`src/rtl/valid_flush_writer_if.sv`:
```
// rtl/valid_flush_writer_if.sv - request/grant and valid-array bus bundle for valid_flush_writer
interface valid_flush_writer_if #(
  parameter int INDEX_W = 10
);
  logic               flush_req;
  logic               flush_busy;
  logic               flush_done;
  logic               inv_req;
  logic [INDEX_W-1:0] inv_addr;
  logic               inv_gnt;
  logic               fill_req;
  logic [INDEX_W-1:0] fill_addr;
  logic               fill_gnt;
  logic               vm_wrEn;
  logic [INDEX_W-1:0] vm_address;
  logic               vm_inValidity;
  logic               vm_isValid;
  logic [INDEX_W:0]   flush_valid_count;

  modport master (
    output flush_req, inv_req, inv_addr, fill_req, fill_addr, vm_isValid,
    input  flush_busy, flush_done, inv_gnt, fill_gnt,
    input  vm_wrEn, vm_address, vm_inValidity, flush_valid_count
  );

  modport slave (
    input  flush_req, inv_req, inv_addr, fill_req, fill_addr, vm_isValid,
    output flush_busy, flush_done, inv_gnt, fill_gnt,
    output vm_wrEn, vm_address, vm_inValidity, flush_valid_count
  );
endinterface

```
`src/rtl/valid_flush_writer.sv`:
```
// rtl/valid_flush_writer.sv - sole writer of the cache valid-bit array: fill, invalidate, full flush
// Optional flush-time valid-line statistic enabled by defining FLUSH_VALID_COUNT_EN.
module valid_flush_writer #(
  parameter int INDEX_W = 10,
  parameter int LINES   = 1024
) (
  input logic             globalclock,
  input logic             reset_n,
  valid_flush_writer_if.slave bus
);

  typedef enum logic [1:0] {IDLE, FLUSH, DONE} state_t;

  localparam logic [INDEX_W-1:0] LAST_IDX = INDEX_W'(LINES - 1);

  state_t             state_q, state_d;
  logic               wr_en_q, wr_en_d;
  logic [INDEX_W-1:0] addr_q, addr_d;
  logic               data_q, data_d;
  logic               done_q, done_d;
  logic               inv_gnt, fill_gnt;

  always_ff @(posedge globalclock or negedge reset_n) begin
    if (!reset_n) begin
      state_q <= IDLE;
      wr_en_q <= 1'b0;
      addr_q  <= '0;
      data_q  <= 1'b0;
      done_q  <= 1'b0;
    end else begin
      state_q <= state_d;
      wr_en_q <= wr_en_d;
      addr_q  <= addr_d;
      data_q  <= data_d;
      done_q  <= done_d;
    end
  end

  // Grants are combinational so the requester's write registers on the same edge.
  always_comb begin
    state_d  = state_q;
    wr_en_d  = 1'b0;
    addr_d   = addr_q;
    data_d   = data_q;
    done_d   = 1'b0;
    inv_gnt  = 1'b0;
    fill_gnt = 1'b0;
    case (state_q)
      IDLE: begin
        if (bus.flush_req) begin
          state_d = FLUSH;
          wr_en_d = 1'b1;
          addr_d  = '0;
          data_d  = 1'b0;
        end else if (bus.inv_req) begin
          inv_gnt = 1'b1;
          wr_en_d = 1'b1;
          addr_d  = bus.inv_addr;
          data_d  = 1'b0;
        end else if (bus.fill_req) begin
          fill_gnt = 1'b1;
          wr_en_d  = 1'b1;
          addr_d   = bus.fill_addr;
          data_d   = 1'b1;
        end
      end
      FLUSH: begin
        if (addr_q == LAST_IDX) begin
          state_d = DONE;
          done_d  = 1'b1;
        end else begin
          wr_en_d = 1'b1;
          addr_d  = addr_q + 1'b1;
          data_d  = 1'b0;
        end
      end
      DONE: begin
        state_d = IDLE;
      end
      default: begin
        state_d = IDLE;
      end
    endcase
  end

  assign bus.inv_gnt       = inv_gnt;
  assign bus.fill_gnt      = fill_gnt;
  assign bus.flush_busy    = (state_q != IDLE);
  assign bus.flush_done    = done_q;
  assign bus.vm_wrEn       = wr_en_q;
  assign bus.vm_address    = addr_q;
  assign bus.vm_inValidity = data_q;

`ifdef FLUSH_VALID_COUNT_EN
  logic [INDEX_W:0] count_q, count_d;

  // vm_isValid shows the pre-clear value of the line being written this cycle.
  always_comb begin
    count_d = count_q;
    if (state_q == IDLE && bus.flush_req) begin
      count_d = '0;
    end else if (state_q == FLUSH && wr_en_q && bus.vm_isValid) begin
      count_d = count_q + (INDEX_W+1)'(1);
    end
  end

  always_ff @(posedge globalclock or negedge reset_n) begin
    if (!reset_n) begin
      count_q <= '0;
    end else begin
      count_q <= count_d;
    end
  end

  assign bus.flush_valid_count = count_q;
`else
  assign bus.flush_valid_count = '0;
`endif

endmodule

```
`src/flat_wrapper.sv`:
```
// flat-port wrapper written by rule: the top's interface ports become plain ports
module valid_flush_writer_flat 
#(
  parameter int INDEX_W = 10,
  parameter int LINES   = 1024
)
  (globalclock, reset_n, bus_flush_req, bus_inv_req, bus_inv_addr, bus_fill_req, bus_fill_addr, bus_vm_isValid, bus_flush_busy, bus_flush_done, bus_inv_gnt, bus_fill_gnt, bus_vm_wrEn, bus_vm_address, bus_vm_inValidity, bus_flush_valid_count);
  valid_flush_writer_if #(.INDEX_W(INDEX_W)) bus_i ();
  input logic globalclock;
  input logic reset_n;
  input wire logic [$bits(bus_i.flush_req)-1:0] bus_flush_req;
  input wire logic [$bits(bus_i.inv_req)-1:0] bus_inv_req;
  input wire logic [$bits(bus_i.inv_addr)-1:0] bus_inv_addr;
  input wire logic [$bits(bus_i.fill_req)-1:0] bus_fill_req;
  input wire logic [$bits(bus_i.fill_addr)-1:0] bus_fill_addr;
  input wire logic [$bits(bus_i.vm_isValid)-1:0] bus_vm_isValid;
  output wire logic [$bits(bus_i.flush_busy)-1:0] bus_flush_busy;
  output wire logic [$bits(bus_i.flush_done)-1:0] bus_flush_done;
  output wire logic [$bits(bus_i.inv_gnt)-1:0] bus_inv_gnt;
  output wire logic [$bits(bus_i.fill_gnt)-1:0] bus_fill_gnt;
  output wire logic [$bits(bus_i.vm_wrEn)-1:0] bus_vm_wrEn;
  output wire logic [$bits(bus_i.vm_address)-1:0] bus_vm_address;
  output wire logic [$bits(bus_i.vm_inValidity)-1:0] bus_vm_inValidity;
  output wire logic [$bits(bus_i.flush_valid_count)-1:0] bus_flush_valid_count;
  assign bus_i.flush_req = bus_flush_req;
  assign bus_i.inv_req = bus_inv_req;
  assign bus_i.inv_addr = bus_inv_addr;
  assign bus_i.fill_req = bus_fill_req;
  assign bus_i.fill_addr = bus_fill_addr;
  assign bus_i.vm_isValid = bus_vm_isValid;
  assign bus_flush_busy = bus_i.flush_busy;
  assign bus_flush_done = bus_i.flush_done;
  assign bus_inv_gnt = bus_i.inv_gnt;
  assign bus_fill_gnt = bus_i.fill_gnt;
  assign bus_vm_wrEn = bus_i.vm_wrEn;
  assign bus_vm_address = bus_i.vm_address;
  assign bus_vm_inValidity = bus_i.vm_inValidity;
  assign bus_flush_valid_count = bus_i.flush_valid_count;
  valid_flush_writer #(.INDEX_W(INDEX_W), .LINES(LINES)) u_core (.globalclock(globalclock), .reset_n(reset_n), .bus(bus_i));
endmodule
```
`config.mk`:
```
export PLATFORM = sky130hd
export DESIGN_NAME = valid_flush_writer_flat
export DESIGN_NICKNAME = d
export VERILOG_FILES = /design/src/rtl/valid_flush_writer_if.sv /design/src/rtl/valid_flush_writer.sv /design/src/flat_wrapper.sv
export SDC_FILE = /design/constraint.sdc
export NUM_CORES = 1
export LEC_CHECK = 0
export BUFFER_PORTS_ARGS = -buffer_cell sky130_fd_sc_hd__buf_2
export CORE_MARGIN = 10
export CORE_UTILIZATION = 31
export CTS_CLUSTER_SIZE = 16
export DETAILED_ROUTE_END_ITERATION = 10
export MAX_ROUTING_LAYER = met4
export PLACE_DENSITY = 0.66
export SYNTH_ARGS = -nofsm -noshare
export SYNTH_HDL_FRONTEND = slang
export SYNTH_SLANG_ARGS = --single-unit
```
`constraint.sdc`:
```
create_clock -name globalclock -period 1.62 [get_ports globalclock]
set_clock_uncertainty 0.05 [all_clocks]
set_input_delay 0.081 -clock globalclock [delete_from_list [all_inputs] [get_ports globalclock]]
set_output_delay 0.081 -clock globalclock [all_outputs]
set_load 0.05 [all_outputs]
```
==> results.py <==
metrics = {
    "grt": {
        "grt_max_degree": 16,
        "grt_pass1_wl_mm": 5.88,
        "grt_pass1_vias": 1276,
        "grt-ovfl-total": 0,
        "grtUsageTotal_pct": 11.5,
        "antenna_found_initial": 0,
    },
    "critical_path": {
        "r2r_start": "u_core.bus.vm_address[1]$_DFFE_PN0P_",
        "crit_arrival_ps": 1730,
        "start_kind": "flip-flop",
        "ff2ff_path_depth": 6,
        "rr_endpoint": "u_core.bus.vm_address[5]$_DFFE_PN0P_",
        "required_ps": 1760,
        "endpoint_kind": "flip-flop",
        "critical_path.max_fanout": 10,
        "r2r_slack_ps": 30,
        "worstSetupPathType": "reg -> reg",
    },
    "placement": {
        "routabilityCongestion": 0.889,
        "dp_slack_ps": -31.2,
        "io_buffers": 40,
        "post-dp-hpwl_mm": 2.86,
        "place_area_mm2": 0.00149,
    },
    "layout": {
        "num-fill-cells": 328,
        "drive_gt1_share_pct": 52.4,
        "stdcell_area_mm2": 0.00159,
        "num_antenna_cells": 0,
        "final_nets": 213,
        "syn_to_final_growth_pct": 43.5,
    },
    "clocking": {
        "cts_tree": "built",
        "clock_sinks": 15,
        "cts_root_buf": "clkbuf_4",
        "clk_latency_ps": 290,
        "clockBufferDepth": 2,
        "numCtsBuffers": 3,
        "cts.htree.levels": 1,
        "clk_pin_slew_worst_paths_ps": 90,
    },
    "timing": {
        "hold_viol": 0,
        "setup-violations-final": 0,
        "max_freq_mhz": 629,
        "slew_violations": 0,
        "fin_ws_ps": 29.0,
        "rsz0062_at_grt": "yes",
        "layout_min_cycle_time_ps": 1590,
        "finalCritPeriodShare_pct": 98.2,
    },
    "flow_run": {
        "timing.max_cap.violations": 0,
    },
    "route": {
        "vias": 1151,
        "wl_per_cell_um": 15.4,
        "firstDrtPassIters": 4,
        "drc": 0,
        "vias_per_cell": 4.98,
        "initialDrtViolationCount": 136,
        "ant_nets": 0,
        "wl_mm": 3.55,
    },
    "die": {
        "die_w_um": 79.7,
        "num_rows": 21,
        "start_util_pct": 32.6,
        "io_pins": 53,
        "die_area_mm2": 0.00635,
        "die-height_um": 79.7,
        "core_area_mm2": 0.00339,
    },
    "pwr": {
        "seqPwrFrac_pct": 28.5,
        "power.internal_mw": 1.13,
        "netSwitchingFraction_pct": 52.3,
        "p_clk_share_pct": 9.4,
        "total_power_mw": 2.37,
        "p_per_area_mw_per_mm2": 1500,
        "combPwrFrac_pct": 62.1,
        "p_sw_mw": 1.24,
        "ir_worst_vdd_v": 0.000328,
        "p_leak_nw": 0.757,
    },
    "run_status": {
        "status": "completed",
    },
    "synthesis": {
        "yosys_register_bits": 15,
        "ys_top_cells_by_area": "dfrtp_1 34%, buf_4 7.5%, a21oi_1 5.4%",
        "synthTopCellsByCount": "15 x dfrtp_1, 12 x a21oi_1, 11 x buf_4",
        "syn_inst": 124,
        "ys_types": 37,
        "yosysWarnings": 0,
        "avgSynthCellArea_um2": 8.91,
        "synth_seq_area_share_pct": 34.0,
        "yosysTopAreaCell": "dfrtp_1",
        "ys_async_sr_fraction_pct": 100,
        "synth_ff_type": "dfrtp_1",
        "synth_area_mm2": 0.00110,
        "synth_top_area_share_pct": 34.0,
        "synth_most_common_cell": "dfrtp_1",
        "synth_enable_flop_cells": 0,
    },
    "min_path": {
        "hold_class": "in -> async",
    },
}
[repair_timing]
item / 4_1_cts / 5_1_grt
hold buffers: 1 / 0
endpoints found under the hold margin: 15 / 0
resized for setup: 2 / 6
gates cloned: 0 / 0
pin swaps: 0 / 2
setup endpoints to repair: 9 / 7
buffers inserted: 0 / 2
[registers in the layout, summed over array words and instances (netlist names)]
| name | count |
|---|---|
| u_core.bus.vm_address | 10 |
| u_core.bus.flush_done | 1 |
| u_core.bus.vm_wrEn | 1 |
| u_core.bus.vm_inValidity | 1 |
| u_core.state_q | 2 |
[through the flow]
stage	util (%)	cells	hold slack (ps)	TNS, ps
after detailed placement	44.1	224	-39.4	-106
after floorplan	-	134	-265	-1090
after CTS	45.4	229	187	0
after global routing	46.8	231	214	-62.6
final	46.8	231	173	0
after global placement	44.1	224	-47.0	-2.97
[worst max-delay path by stage]
stage,from,to,slack (ps),depth (start not counted)
floorplan,u_core.bus.vm_address[0]$_DFFE_PN0P_,u_core.bus.vm_address[7]$_DFFE_PN0P_,-190,7
global placement,u_core.bus.vm_address[1]$_DFFE_PN0P_,u_core.bus.vm_address[2]$_DFFE_PN0P_,-2,6
detailed placement,u_core.bus.vm_address[1]$_DFFE_PN0P_,u_core.bus.vm_address[5]$_DFFE_PN0P_,-30,6
CTS,u_core.bus.vm_address[1]$_DFFE_PN0P_,u_core.bus.vm_address[2]$_DFFE_PN0P_,20,6
global route,u_core.bus.vm_address[1]$_DFFE_PN0P_,u_core.bus.vm_address[2]$_DFFE_PN0P_,-50,6
finish,u_core.bus.vm_address[1]$_DFFE_PN0P_,u_core.bus.vm_address[5]$_DFFE_PN0P_,30,6
[cell families after synthesis]
group	Yosys count	share of synthesized area [%]
simple gates	34	19.0
fa+ha+maj	1	1.13
flops	15	34.0
compound gates	40	23.6
buf+inv	24	13.4
other cells	1	0.339
mux	9	8.61
[worst max-delay path, stage by stage (launching register included)]
cell and delay (ps):
dfrtp_2 400, ha_4 160, nand4_4 70, or3_4 380
nand2_8 100, inv_8 50, a221oi_4 270
[power by group through the flow]
stage	sequential, mW	combinational [mW]	clock [mW]
floorplan	1.15	0.496	0
global placement	0.669	1.39	0
detailed placement	0.684	1.41	0
CTS	0.675	1.42	0.233
global route	0.693	1.58	0.246
finish	0.676	1.47	0.222
[cell usage in the layout (no fill, tap or decap), types with 3 or more instances in the layout]
| cell | instances |
|---|---|
| buf_4 | 25 |
| dfrtp_2 | 9 |
| mux2i_1 | 5 |
| buf_2 | 39 |
| nor3_1 | 4 |
| o31ai_1 | 3 |
| conb_1 | 11 |
| a21oi_1 | 12 |
| a31oi_1 | 7 |
| inv_1 | 4 |
| clkbuf_4 | 3 |
| nand2_1 | 7 |
| nand3_1 | 6 |
| mux2_2 | 4 |
| dfrtp_1 | 6 |
| o21ai_0 | 8 |
| nor2_1 | 3 |
[layer usage]
metal | routed length [um] | up-vias | GRT usage, %
li1 | - | 559 | -
met1 | 1590 | 538 | 13.5
met2 | 1660 | 48 | 18.1
met3 | 261 | 6 | 3.38
met4 | 40 | 0 | 4.48
met5 | 0 | - | -
[area by class of cell]
cell class	count	area, um^2	share of cell area, %
Multi-Input combinational cell	95	684	43.2
Sequential cell	15	387	24.4
Tap cell	46	57.6	3.63
Timing Repair Buffer	66	404	25.5
Inverter	5	26.3	1.66
Clock buffer	4	26.3	1.66
Power figures use the tool's default switching activity.
